### config.mk
export PLATFORM = sky130hd
export DESIGN_NAME = ioc_bus_master
export DESIGN_NICKNAME = d
export VERILOG_FILES = /design/src/rtl/ioc_bus_master.sv
export SDC_FILE = /design/constraint.sdc
export NUM_CORES = 1
export LEC_CHECK = 0
export ABC_AREA = 0
export CORE_ASPECT_RATIO = 0.5
export CORE_MARGIN = 2
export CORE_UTILIZATION = 35
export CTS_BUF_LIST = sky130_fd_sc_hd__clkbuf_8 sky130_fd_sc_hd__clkbuf_16
export CTS_CLUSTER_DIAMETER = 60
export DETAILED_ROUTE_END_ITERATION = 7
export HOLD_SLACK_MARGIN = 0.05
export PLACE_DENSITY = 0.72
export SYNTH_ARGS = -nofsm -noshare
export SYNTH_HDL_FRONTEND = slang
export SYNTH_SLANG_ARGS = --single-unit
### constraint.sdc
create_clock -name clk -period 1.9 [get_ports clk]
set_input_delay 0.38 -clock clk [delete_from_list [all_inputs] [get_ports clk]]
set_output_delay 0.38 -clock clk [all_outputs]
set_load 0.01 [all_outputs]
### src/rtl/ioc_bus_master.sv
// ioc_bus_master: single-beat IOC podule-bus initiator.
// Converts read/write commands into select/strobe bus cycles with programmable
// setup, strobe and hold timing. The target can stretch the strobe with gt, and
// a timeout bounds that stretch. Every bus output comes straight from a flop.
module ioc_bus_master #(
    parameter int SETUP   = 2,   // clocks from select low to strobe low (>= 1)
    parameter int STROBE  = 4,   // minimum strobe-low clocks (>= 3)
    parameter int HOLD    = 2,   // clocks from strobe release to select release (>= 1)
    parameter int TIMEOUT = 64   // maximum strobe-low clocks while gt is low (>= STROBE)
) (
    input  logic        clk,
    input  logic        reset,
    // command side
    input  logic        cmd_valid,
    output logic        cmd_ready,
    input  logic        cmd_write,
    input  logic [11:0] cmd_addr,
    input  logic [7:0]  cmd_wdata,
    // response side
    output logic        rsp_valid,
    output logic [7:0]  rsp_rdata,
    output logic        rsp_timeout,
    // IOC bus
    output logic [11:0] a,
    output logic        nioc_sel,
    output logic        rnw,
    output logic        nre,
    output logic        nwe,
    output logic [7:0]  d_out,
    output logic        d_oe,
    input  logic [7:0]  d_in,
    input  logic        gt
);

    localparam int MAX_SS  = (SETUP > STROBE) ? SETUP : STROBE;
    localparam int MAX_HT  = (HOLD > TIMEOUT) ? HOLD : TIMEOUT;
    localparam int MAX_ALL = (MAX_SS > MAX_HT) ? MAX_SS : MAX_HT;
    localparam int CW      = $clog2(MAX_ALL) + 1;

    localparam logic [CW-1:0] SETUP_M1   = CW'(SETUP - 1);
    localparam logic [CW-1:0] STROBE_M1  = CW'(STROBE - 1);
    localparam logic [CW-1:0] HOLD_M1    = CW'(HOLD - 1);
    localparam logic [CW-1:0] TIMEOUT_M1 = CW'(TIMEOUT - 1);

    typedef enum logic [1:0] {
        ST_IDLE,
        ST_SETUP,
        ST_STROBE,
        ST_HOLD
    } state_t;

    state_t        state_q, state_d;
    logic [CW-1:0] cnt_q, cnt_d;
    logic          write_q, write_d;
    logic [11:0]   a_q, a_d;
    logic [7:0]    d_out_q, d_out_d;
    logic [7:0]    rdata_q, rdata_d;
    logic          timeout_q, timeout_d;
    logic          rsp_valid_q, rsp_valid_d;
    logic          cmd_ready_q, cmd_ready_d;
    logic          nioc_sel_q, nioc_sel_d;
    logic          rnw_q, rnw_d;
    logic          nre_q, nre_d;
    logic          nwe_q, nwe_d;
    logic          d_oe_q, d_oe_d;

    // Next-state, counter and registered-output computation for the bus cycle.
    always_comb begin
        // NOTE: every signal gets a default before the case so no path leaves it unassigned (no latches).
        state_d     = state_q;
        cnt_d       = cnt_q;
        write_d     = write_q;
        a_d         = a_q;
        d_out_d     = d_out_q;
        rdata_d     = rdata_q;
        timeout_d   = timeout_q;
        rsp_valid_d = 1'b0;

        case (state_q)
            ST_IDLE: begin
                if (cmd_valid) begin
                    write_d = cmd_write;
                    a_d     = cmd_addr;
                    d_out_d = cmd_wdata;
                    cnt_d   = SETUP_M1;
                    state_d = ST_SETUP;
                end
            end
            ST_SETUP: begin
                if (cnt_q == '0) begin
                    cnt_d   = '0;
                    state_d = ST_STROBE;
                end else begin
                    cnt_d = cnt_q - CW'(1);
                end
            end
            ST_STROBE: begin
                cnt_d = cnt_q + CW'(1);
                if (cnt_q >= STROBE_M1 && gt) begin
                    // Final strobe-low edge: the target data is valid here.
                    if (!write_q) rdata_d = d_in;
                    timeout_d = 1'b0;
                    cnt_d     = HOLD_M1;
                    state_d   = ST_HOLD;
                end else if (cnt_q == TIMEOUT_M1 && !gt) begin
                    if (!write_q) rdata_d = 8'hFF;
                    timeout_d = 1'b1;
                    cnt_d     = HOLD_M1;
                    state_d   = ST_HOLD;
                end
            end
            ST_HOLD: begin
                if (cnt_q == '0) begin
                    rsp_valid_d = 1'b1;
                    state_d     = ST_IDLE;
                end else begin
                    cnt_d = cnt_q - CW'(1);
                end
            end
            default: state_d = ST_IDLE;
        endcase

        // Bus controls are decoded from the state being entered so they can be registered.
        cmd_ready_d = (state_d == ST_IDLE);
        nioc_sel_d  = (state_d == ST_IDLE);
        rnw_d       = (state_d == ST_IDLE) || !write_d;
        d_oe_d      = (state_d != ST_IDLE) && write_d;
        nre_d       = !((state_d == ST_STROBE) && !write_d);
        nwe_d       = !((state_d == ST_STROBE) && write_d);
    end

    // State and output registers with synchronous active-high reset.
    always_ff @(posedge clk) begin
        // NOTE: sequential state uses non-blocking assignments so all flops update together.
        if (reset) begin
            state_q     <= ST_IDLE;
            cnt_q       <= '0;
            write_q     <= 1'b0;
            a_q         <= '0;
            d_out_q     <= '0;
            rdata_q     <= '0;
            timeout_q   <= 1'b0;
            rsp_valid_q <= 1'b0;
            cmd_ready_q <= 1'b1;
            nioc_sel_q  <= 1'b1;
            rnw_q       <= 1'b1;
            nre_q       <= 1'b1;
            nwe_q       <= 1'b1;
            d_oe_q      <= 1'b0;
        end else begin
            state_q     <= state_d;
            cnt_q       <= cnt_d;
            write_q     <= write_d;
            a_q         <= a_d;
            d_out_q     <= d_out_d;
            rdata_q     <= rdata_d;
            timeout_q   <= timeout_d;
            rsp_valid_q <= rsp_valid_d;
            cmd_ready_q <= cmd_ready_d;
            nioc_sel_q  <= nioc_sel_d;
            rnw_q       <= rnw_d;
            nre_q       <= nre_d;
            nwe_q       <= nwe_d;
            d_oe_q      <= d_oe_d;
        end
    end

    assign cmd_ready   = cmd_ready_q;
    assign rsp_valid   = rsp_valid_q;
    assign rsp_rdata   = rdata_q;
    assign rsp_timeout = timeout_q;
    assign a           = a_q;
    assign nioc_sel    = nioc_sel_q;
    assign rnw         = rnw_q;
    assign nre         = nre_q;
    assign nwe         = nwe_q;
    assign d_out       = d_out_q;
    assign d_oe        = d_oe_q;

endmodule

* After elaboration in Yosys (flattened, before gate mapping)
Index checks and enable logic that the tools add are counted.
** Word-level totals
- Input port bits :: 33
- Bits in registers :: 45
- Output and inout port bits :: 36
- Logic and storage cells :: 67
** Cells by class
- Mux-type cells :: 21
- Bitwise operators :: 1
- Add/subtract/negate cells :: 2
- Reduce and logical (&&, ||, !) cells :: 20
- Equal/unequal tests :: 9
- Magnitude comparators :: 1
** Operators by type and width (count)
- $mux W7 :: 5
- $mux W8 :: 4
- $pmux W7 S4 :: 1
- $mux W2 :: 5
- $ne A2 B2 Y1 const B :: 4
- $pmux W2 S4 :: 1
- $add A7 B1 Y7 const B :: 1
- $eq A7 B6 Y1 const B :: 1
- $ge A7 B2 Y1 const B :: 1
- $logic_not A7 Y1 :: 1
- $sub A7 B1 Y7 const B :: 1
- $eq A2 B2 Y1 const B :: 3
- $reduce_and A2 Y1 :: 3
- $logic_and A1 B1 Y1 :: 5
- $mux W1 :: 5
- $logic_not A1 Y1 :: 4
- $logic_not A2 Y1 :: 2
- $reduce_and A4 Y1 :: 1
- $reduce_bool A2 Y1 :: 2
- $eq A2 B1 Y1 const B :: 1
- $reduce_or A2 Y1 :: 1
- $logic_or A1 B1 Y1 :: 1
- $not A1 Y1 :: 1

* Logic depth before layout (Yosys ltp)
Gate-level depths: netlist (run 1).
- Depth in word-level cells :: 8
- Depth in mapped cells :: 6
- Mapped depth without buffers :: 6

* Least setup slack after synthesis (run 1)
Ideal clock, no wire load.
- Path type :: register to register
- Start :: register cnt_q[1]
- End :: register rdata_q[0], in the netlist rsp_rdata[0]
- Path buffers :: 0
- Library setup time :: 86 ps
- Path slack :: 114 ps
- Data required time :: 1814 ps
- Arrival time :: 1700 ps
- Clock period less this slack :: 1786 ps
- Cell stages (with the launch flop) :: 6
- Path through :: dfxtp_1 -> ha_1 -> and4bb_2 -> nand2_1 -> a211o_2 -> a221oi_2
** On the way
- Longest elaborated chain between the ends :: 4
- Elaborated cells between the ends (all ways) :: 9
- Those cells by class :: order compare: 1; eq/ne: 3; mux: 1; reduce/logical: 4
** Ends and longest elaborated chain
- from (decl) :: RTL line 53 : logic [CW-1:0] cnt_q, cnt_d;
- from (signal assigned) :: RTL line 152 : cnt_q <= cnt_d;
- $ge A7 B2 Y1 or $eq A7 B6 Y1 (tied branches) :: RTL line 99, 105
- $logic_and A1 B1 Y1, on equally long branches :: RTL line 99, 105
- $ne A2 B2 Y1 (no source line) or $reduce_bool A2 Y1 (tied branches)
- $reduce_and A4 Y1 (no source line)
- to (signal assigned) :: RTL line 156 : rdata_q <= rdata_d;
- to (decl) :: RTL line 57 : logic [7:0] rdata_q, rdata_d;
Parallel ways exist; a longest one is shown, timed or not.
A chain may end at the register's enable or synchronous reset.

* Worst setup path in the final report (run 1)
- Start :: register cnt_q[6]
- End :: register cnt_q[4]
** On the way
- Longest elaborated chain between the ends :: 5
- Elaborated cells between the ends (all ways) :: 11
- Those cells by class :: order compare: 1; eq/ne: 2; mux: 4; reduce/logical: 4
** Ends and longest elaborated chain
- parallel branches: the longest is 5 deep, another holds $ge A7 B2 Y1
Several ways; the timed one is not identified.

==> run summary, run 1 <==
The run finished with clean final reports. The routed wire length per instance works out to 13.7 µm. Count of vias placed by the detailed router: 2047. The critical path is of the reg -> reg type. The highest-delay cell along the critical path was sky130_fd_sc_hd__or4_4. For the via count of the first global-routing pass, the log shows 1900.

The sequential share of power is 0.348. In the synthesized netlist, the cells that appear most often are sky130_fd_sc_hd__dfxtp_1 (45), sky130_fd_sc_hd__nand2_1 (44), sky130_fd_sc_hd__a21oi_1 (28). The final layout contains 359 nets.

The power density over the cells is 1190 nW/µm², and the number of buffers inserted to repair setup after CTS is 0. STA classifies the critical path endpoint as a flop. The mapped netlist covers 2040 µm². The final layout contains routed wiring with a total length of 5460 µm. Counting every net in the synthesized netlist gives 277.

The clock reaches the later pin of the worst-skew pair after 280 ps. The tools report the post-detailed-route DRC marker count as 0. In this run the deepest clock path goes through 2 buffers. Once placement completed, the tool counted placed cells totaling 390.

The logs give 398 for the number of standard cells in the final layout excluding fillers and 2 for the H-tree depth reported by CTS. The overall die height is 58.0 µm, and the worst setup skew after layout is 2.89 ps. Of all nets on the critical path, the largest fanout is 7.

TritonCTS built the clock tree. Share of flip-flops with an asynchronous set or reset: 0. The sequential element share of the synthesized area was 0.441; the CTS buffer count was 5. The delay of the slowest cell on the worst path is 590 ps, and the proportion of power drawn by the clock network is 0.244.

The count of port buffers added during placement is 68. The path with the worst hold slack has its endpoint at d_out[6]. The fraction of layout cells with a size suffix above 1 is 0.154. Type of the worst min-delay path: reg -> reg. After detailed routing, the number of vias per cell comes to 5.14.

The global placer's final weighted congestion was 0.953. The worst-case reg-to-reg path depth is 5, and the total clock sinks is 45. Walking the worst path, the cells encountered are or4_4, o21ai_4, buf_4, a21oi_1, o32ai_2.

The number of max-slew violations in the final report was 0; the area inside the core boundary was 5560 µm². The tools report the worst min-delay path startpoint as d_out[6]. Among all flip-flop cells after synthesis, the most frequent one is sky130_fd_sc_hd__dfxtp_1. The starting utilization of the core area is 0.367. The cell count of the worst hold path is 2.

The die covers 6490 µm². The tools report the placed instance area as 2910 µm². Setup repair after global routing left no endpoint under its margin. The synthesis-to-layout area growth is 51.1%, and the final period demand of the worst path is 1810 ps.

The register clock-pin slew on the reported worst setup and hold paths is 60 ps. Each instance of the synthesized netlist takes up on average 8.43 µm². Once detail routing completed, the nets flagged for antenna violations numbered 0. The repair_antennas step left the layout with diodes totalling 0. The synthesized design contains 45 register bits. The power dissipated by switching net loads came out at 1.30 mW. The run gives 0.666 as the worst slew margin relative to its limit. Proportion of power drawn by combinational gates: 0.408.

STA classifies the critical path startpoint as a flop. The number of top-level design ports is 69. The Yosys step of the flow raised 0 warnings. The logs give 90 ps for the register-to-register setup slack and 0 for the final-report setup violation count. The first global-routing pass estimated 8740 µm of wire.

The die width is 112 µm. The filler cells instantiated in the layout total 502. Leakage dissipation: 1.11 nW. The number of synthesized flops with an enable pin was 0; the count of TritonRoute iterations in the first routing pass was 4. Most frequent cell after synthesis: sky130_fd_sc_hd__dfxtp_1.

Fraction of power spent switching nets: 0.353. The capture point of the worst reg-to-reg path was cnt_q[4]. Of all cell types, the one taking the most synthesized area is sky130_fd_sc_hd__dfxtp_1.

The worst hold slack across all endpoints is 456 ps, and the slew at the pin with the worst max-slew slack is 488 ps. In the synthesized netlist, the number of instances is 242. After global routing the overflow that remains totals 0. The number of antenna violations at the first check in global routing was 0; the worst endpoint required time was 2090 ps.

In this run the clock root is driven by a sky130_fd_sc_hd__clkbuf_16. Entering global routing, the biggest net connects 28 pins. IR analysis of the VDD net gives a maximum drop of 0.000577 V.

The floorplan has 19 rows. The critical path arrival was 2000 ps; the area share of the largest cell type after synthesis was 0.441. In this run the critical register-to-register path is launched from cnt_q[6]. Summed over all nets, the half-perimeter wirelength after detailed placement is 4160 µm. The global routing usage summed across all routing layers is 0.164, and the iteration-0 DRC count of the detailed router is 91. The logs give 0.554 GHz for the achievable frequency and 0 for the final number of hold-violating endpoints. The run gives 52 as the count of unique library cells instantiated by Yosys.

After synthesis, the cell types taking the most area are sky130_fd_sc_hd__dfxtp_1 (44%), sky130_fd_sc_hd__nand2_1 (8.1%), sky130_fd_sc_hd__a21oi_1 (6.9%). The final worst-path cycle share is 0.951. The max-cap violation count was 0. The internal power of the cells totals 2.38 mW. For the final cell area excluding filler cells, the log shows 3080 µm².
==> kinds of logic (layout without fill, tap and decap cells) <==
kind of cell	Yosys count	in the layout	share of synthesized area
AO/OA/AOI/OAI	65	65	0.240
XOR/XNOR	2	2	0.00859
adder cells (fa/ha/maj)	2	2	0.0123
buffers and inverters	33	116	0.0711
flip-flops	45	45	0.441
multiplexers	1	1	0.00491
AND/OR/NAND/NOR	94	94	0.222
==> critical path: cells and delay by family (launching register included) <==
kind / cells / cell delay, ps
AO/OA/AOI/OAI: 3 / 590
AND/OR/NAND/NOR: 1 / 590
flip-flops: 1 / 340
buffers and inverters: 1 / 190
==> what timing repair did <==
| action | 4_1_cts | 5_1_grt |
|---|---|---|
| resized for setup | 0 | 4 |
| hold buffers | 0 | 0 |
| setup endpoints to repair | 0 | 9 |
==> power by group through the flow <==
stage               clock (mW)  sequential [mW]  combinational [mW]
floorplan                    0             1.27               0.879
global route             0.958             1.31                1.63
CTS                      0.913             1.28                1.47
global placement             0             1.29                1.45
detailed placement           0             1.30                1.46
finish                   0.896             1.28                1.50
==> area by class of cell <==
class / count / area (µm²) / share of cell area
sequential: 45 / 901 / 0.292
tap: 73 / 91.3 / 0.0296
inverter: 16 / 60.1 / 0.0195
clock buffer: 6 / 139 / 0.0450
multi-input combinational: 164 / 1010 / 0.329
timing repair buffer: 92 / 861 / 0.279
clock inverter: 2 / 17.5 / 0.00568
==> layer usage <==
| layer | vias to the layer above | track usage | share of wire | routed length, µm |
|---|---|---|---|---|
| li1 | 1009 | - | - | - |
| met1 | 962 | 0.206 | 0.43 | 2330 |
| met2 | 70 | 0.293 | 0.51 | 2780 |
| met5 | - | 0 | 0 | 0 |
| met3 | 6 | 0.0366 | 0.057 | 311 |
| met4 | 0 | 0.0418 | 0.0077 | 42 |
==> how the worst max path moves through the flow <==
stage,from,to,slack (ps),cells after the start
final,cnt_q[6],cnt_q[4],90,5
after global routing,cnt_q[6],cnt_q[4],4,5
after CTS,cnt_q[6],cnt_q[4],40,5
after detailed placement,gt,rsp_rdata[1],-140,5
after global placement,gt,rsp_rdata[2],-110,5
after floorplan,cnt_q[1],rsp_rdata[0],110,5
==> per-stage QoR <==
stage,util,worst slack (ps),setup TNS [ps],power (mW)
after floorplan,-,114,0,2.15
after global placement,0.523,-108,-941,2.74
after detailed placement,0.523,-141,-1150,2.76
after CTS,0.551,37.3,0,3.66
after global routing,0.554,4.01,0,3.90
final,0.554,93.9,0,3.68
==> cells in the final DEF (no fill, tap or decap), types with 2 or more instances in the layout <==
| cell | n |
|---|---|
| sky130_fd_sc_hd__nor3_1 | 2 |
| sky130_fd_sc_hd__inv_1 | 16 |
| sky130_fd_sc_hd__nand2b_1 | 5 |
| sky130_fd_sc_hd__dfxtp_1 | 45 |
| sky130_fd_sc_hd__or3_1 | 2 |
| sky130_fd_sc_hd__a32oi_1 | 2 |
| sky130_fd_sc_hd__o211ai_1 | 2 |
| sky130_fd_sc_hd__a221oi_2 | 8 |
| sky130_fd_sc_hd__nand3_1 | 6 |
| sky130_fd_sc_hd__o21ai_1 | 4 |
| sky130_fd_sc_hd__nand2_1 | 44 |
| sky130_fd_sc_hd__buf_4 | 24 |
| sky130_fd_sc_hd__a21o_1 | 2 |
| sky130_fd_sc_hd__a31oi_1 | 3 |
| sky130_fd_sc_hd__a21oi_1 | 28 |
| sky130_fd_sc_hd__nand4b_1 | 2 |
| sky130_fd_sc_hd__nand4_1 | 2 |
| sky130_fd_sc_hd__nor2_1 | 18 |
| sky130_fd_sc_hd__clkdlybuf4s50_1 | 68 |
| sky130_fd_sc_hd__clkbuf_16 | 5 |
| sky130_fd_sc_hd__nor4_1 | 3 |
==> registers in the layout, indices dropped and copies added (netlist names) <==
signal and cells:
rsp_rdata 8, write_q 1, d_oe 1, cnt_q 7
rsp_valid 1, rnw 1, a 12, nwe 1
state_q 2, rsp_timeout 1, d_out 8, nioc_sel 1
nre 1
Note: power is estimated with default switching activity, not from simulation.
==> run 2: changes to the inputs <==
--- a/config.mk
+++ b/config.mk
@@ -11,6 +11,7 @@
 export CORE_UTILIZATION = 35
 export CTS_BUF_LIST = sky130_fd_sc_hd__clkbuf_8 sky130_fd_sc_hd__clkbuf_16
 export CTS_CLUSTER_DIAMETER = 60
+export CTS_CLUSTER_SIZE = 30
 export DETAILED_ROUTE_END_ITERATION = 7
 export HOLD_SLACK_MARGIN = 0.05
 export PLACE_DENSITY = 0.72
==> results of run 2 <==
Final layout, timing and power as in run 1 (identical DEF).
==> patch 1: new RTL, config.mk and constraints of run 1 <==
Set the parameter `TIMEOUT` to 128 (it was 64).
--- a/src/rtl/ioc_bus_master.sv
+++ b/src/rtl/ioc_bus_master.sv
@@ -6,7 +6,7 @@
     parameter int SETUP   = 2,   // clocks from select low to strobe low (>= 1)
     parameter int STROBE  = 4,   // minimum strobe-low clocks (>= 3)
     parameter int HOLD    = 2,   // clocks from strobe release to select release (>= 1)
-    parameter int TIMEOUT = 64   // maximum strobe-low clocks while gt is low (>= STROBE)
+    parameter int TIMEOUT = 128   // maximum strobe-low clocks while gt is low (>= STROBE)
 ) (
     input  logic        clk,
     input  logic        reset,
Behaviour: no difference found for any inputs over 10 cycles, from zero or initial values and one cycle with reset high; that may be too few to reach the edited logic, so the function may still have changed.
==> patch 1 against run 1 <==
Final area rose by 10%. Synthesized area up 3.2%. Clock power rose by 13%. Highest routed layer unchanged. Sequential cell count grew 1. Cell count is 9.3% higher. The flow now finishes with violations (setup timing). Routed wire length rose by 17%. Largest cell class unchanged. First-iteration DRC count grew 46%. Total power decreased by 1.1%. Setup slack got worse by 170 ps. Global-route usage increased by 2.2 points.
==> patch 1: results (changes against run 1) <==
| Metric | Value |
|---|---|
| Seq. pwr | 0.00116 W (-9%) |
| CP max FO | 5 (-2) |
| Slew margin rel. | 69.4% (+2.8 points) |
| Top cells by count, synth | 54 x nand2_1, 46 x dfxtp_1, 37 x nor2_1 |
| Drt wl/cell | 14.7 um (+7.4%) |
| Psw | 0.00121 W (-6.9%) |
| DP Worst Slack | -116 ps (+25.5 ps) |
| P_leak | 1.28 nW (+16%) |
| Post-synthesis compound-gate area fraction | 20.4% (-3.6 points) |
| Setup TNS | -440 ps (-440 ps) |
| Adder-Cell Fraction of Synth Area | 1.78% (+0.56 points) |
| Vias in the first global route | 2101 (+11%) |
| 1st-iter DRT viols | 133 (+46%) |
| Share of cells above drive strength 1 | 21.8% (+6.4 points) |
| Clock group | 0.00101 W (+13%) |
| DP HPWL | 4510 um (+8.4%) |
| First-pass GRT wire length | 9820 um (+12%) |
| Syn_nets | 303 (+9.4%) |
| Crit path DAT | 2140 ps (+140 ps) |
| Hold Crit Class | reg2reg |
| Sequential area share after synthesis | 43.7% (-0.44 points) |
| DRT Pass-1 Iters | 5 (+1) |
| Filler instances | 478 (-4.8%) |
| Final setup vio count | 12 (+12) |
| Overall via count from detail_route | 2256 (+10%) |
| RD Place Congestion | 0.991 (+3.9%) |
| NumNets Final | 397 (+11%) |
| XOR/XNOR Fraction of Synth Area | 0.831% (-0.027 points) |
| Ys flop type | dfxtp_1 |
| Run status | finished with violations |
| Clock skew | 4.59 ps (+1.70 ps) |
| GRT Overall Usage | 18.6% (+2.2 points) |
| Syn Inst Count | 267 (+10%) |
| Placed Cells | 421 (+7.9%) |
| Failing checks | setup timing |
| Cell Area, Placed | 3040 sq um (+4.4%) |
| Final worst slack | -73.7 ps (-168 ps) |
| Multiplexer share of the synthesized area | 1.01% (+0.52 points) |
| Area contributors post-synth | dfxtp_1 44%, nand2_1 9.6%, nor2_1 6.6%, a21oi_1 6.2%, nor3_1 3.8% |
| Worst vdd ir | 614 uV (+6.4%) |
| Final wirelength | 6410 um (+17%) |
| Largest net degree at the start of global routing | 41 (+46%) |
| Synth cell types | 50 (-3.8%) |
## patch 1: changes by cell type after synthesis, moves of 4 or more
cell / before / now
nor2_1: 18 / 37
nand3_1: 6 / 2
inv_1: 16 / 4
nand2_1: 44 / 54
o21ai_0: 1 / 9
nor3_1: 2 / 16
a221oi_2: 8 / 0
## patch 1: layout make-up
type	count	area [sq um]	share of cell area, %
Sequential cell	46	925	27.2
Tap cell	73	91.3	2.69
Timing Repair Buffer	105	977	28.8
Clock buffer	5	125	3.68
Inverter	4	17.5	0.515
Clock inverter	3	43.8	1.29
Multi-Input combinational cell	199	1220	35.9
## patch 1: path summary, 6_finish.rpt
check                        start                         to  slack, ps
min reg2reg      a[7]$_SDFFE_PP0P_          a[7]$_SDFFE_PP0P_        460
min              a[7]$_SDFFE_PP0P_          a[7]$_SDFFE_PP0P_        460
max          cnt_q[4]$_SDFFE_PP0P_  rsp_rdata[4]$_SDFFE_PP0P_        -70
max reg2reg  cnt_q[4]$_SDFFE_PP0P_  rsp_rdata[4]$_SDFFE_PP0P_        -70
## patch 1: layer usage
metal	share of wire, %	routed length [um]	track usage [%]	vias to the layer above
li1	-	-	-	1105
met1	43	2750	23.6	1060
met2	49	3130	32.8	85
met3	7.3	469	4.22	6
met4	0.95	61	4.88	0
met5	0	0	0	-
## patch 1: repair_timing
| item | 4_1_cts | 5_1_grt |
|---|---|---|
| endpoints found under the setup margin | 15 | 20 |
| gates resized for setup | 11 | 32 |
| hold buffers | 0 | 0 |
| pin swaps | 2 | 9 |
| setup buffers | 2 | 5 |
## patch 1: critical path, stage by stage (launching register included)
cell	delay, ps
dfxtp_2	330
or4_4	570
o41ai_4	390
buf_4	190
a211oi_4	60
buf_6	160
nor2_1	90
nor3_1	60
==> patch 2: new RTL, config.mk and constraints of run 1 <==
Without the edit above. Register the output `rsp_timeout` once more, cleared by the reset; this adds one clock of latency there. The other outputs are not delayed to match.
--- a/src/rtl/ioc_bus_master.sv
+++ b/src/rtl/ioc_bus_master.sv
@@ -168,7 +168,13 @@
     assign cmd_ready   = cmd_ready_q;
     assign rsp_valid   = rsp_valid_q;
     assign rsp_rdata   = rdata_q;
-    assign rsp_timeout = timeout_q;
+    always_ff @(posedge clk) begin
+        if (reset) begin
+            rsp_timeout <= '0;
+        end else begin
+            rsp_timeout <= timeout_q;
+        end
+    end
     assign a           = a_q;
     assign nioc_sel    = nioc_sel_q;
     assign rnw         = rnw_q;
Function: no difference found for any inputs over 10 cycles, from zero or initial values and one cycle with reset high; that may be too few to reach the edited logic, so the function may still have changed.
==> patch 2 against run 1 <==
Setup slack better by 18 ps. Synthesized area shrank 1.7%. Cell count shrank 3.3%. Largest power group is now sequential cells. Highest routed layer unchanged. Sequential power down 6%. Final area decreased by 1.9%. Routed wire length is 3.3% lower. Synthesized cell count fell by 3.3%. Sequential cell count is 1 higher. Total power is 9.7% lower. Global-route usage rose by 0.62 points.
==> patch 2: results (changes against run 1) <==
| Metric | Value |
|---|---|
| Final hold slack | 454 ps (-1.95 ps) |
| Final cell count without fillers | 385 (-3.3%) |
| Crit path DAT | 1960 ps (-40 ps) |
| DP HPWL | 3990 um (-4.1%) |
| R2r endpoint | cnt_q[5]$_SDFFE_PP0P_ |
| NumNets Final | 346 (-3.6%) |
| Comb group | 0.00115 W (-23%) |
| Seq. pwr | 0.00120 W (-6%) |
| Fin util | 54.8% (-0.59 points) |
| 1st-iter DRT viols | 80 (-12%) |
| Largest net degree at the start of global routing | 22 (-21%) |
| First-pass GRT wire length | 8750 um (+0.16%) |
| Area contributors post-synth | dfxtp_1 46%, nand2_1 9.2%, a21oi_1 6.2%, o221a_1 4.5%, nand3_1 2.5% |
| Reg-to-Reg Start | cnt_q[0]$_SDFFE_PP0P_ |
| Hold path startpoint | a[1]$_SDFFE_PP0P_ |
| Sequential area share after synthesis | 45.9% (+1.7 points) |
| Run status | completed |
| GRT Overall Usage | 17.0% (+0.62 points) |
| Slowest CP cell | dfxtp_1 |
| Most common cell in the netlist | nand2_1 |
| Adder-Cell Fraction of Synth Area | 1.25% (+0.021 points) |
| Tightest Pin Transition | 465 ps (-22.5 ps) |
| DP Worst Slack | -6.16 ps (+135 ps) |
| Final Cycle Share | 94.1% (-0.97 points) |
| R2R depth | 6 (+1) |
| Share of cells above drive strength 1 | 11.2% (-4.2 points) |
| RD Place Congestion | 0.952 (-0.15%) |
| Synthesized cell area | 2010 sq um (-1.7%) |
| Top cells by count, synth | 49 x nand2_1, 46 x dfxtp_1, 25 x a21oi_1 |
| Multiplexer share of the synthesized area | 0.499% (+0.0083 points) |
| Placed Cells | 377 (-3.3%) |
-- patch 2: cell count changes after synthesis, sizes merged, moves of 3 or more --
cell	change
nor2	-12
inv	-11
a221oi	-8
o221a	+8
nand2	+5
nand3	+4
nor2b	+3
-- patch 2: logic make-up (layout without fill, tap and decap cells) --
family          count (synthesis)  after routing
compound gates                 64             64
xor+xnor                        2              2
fa+ha+maj                       2              2
buf+inv                        22            100
flops                          46             46
mux                             1              1
simple gates                   97             97
-- patch 2: cell type report --
type	instances	area share (%)
tap	73	3.02
timing repair buffer	87	27.2
multi-input combinational	166	33.2
inverter	5	0.621
clock inverter	3	1.37
sequential	46	30.5
clock buffer	5	4.14
-- patch 2: layer usage --
metal | vias up | global-route usage [%] | share of wire [%]
li1 | 986 | - | -
met1 | 926 | 21.6 | 44
met5 | - | 0 | 0
met3 | 9 | 3.51 | 6.1
met4 | 0 | 5.11 | 1.1
met2 | 74 | 30.0 | 49
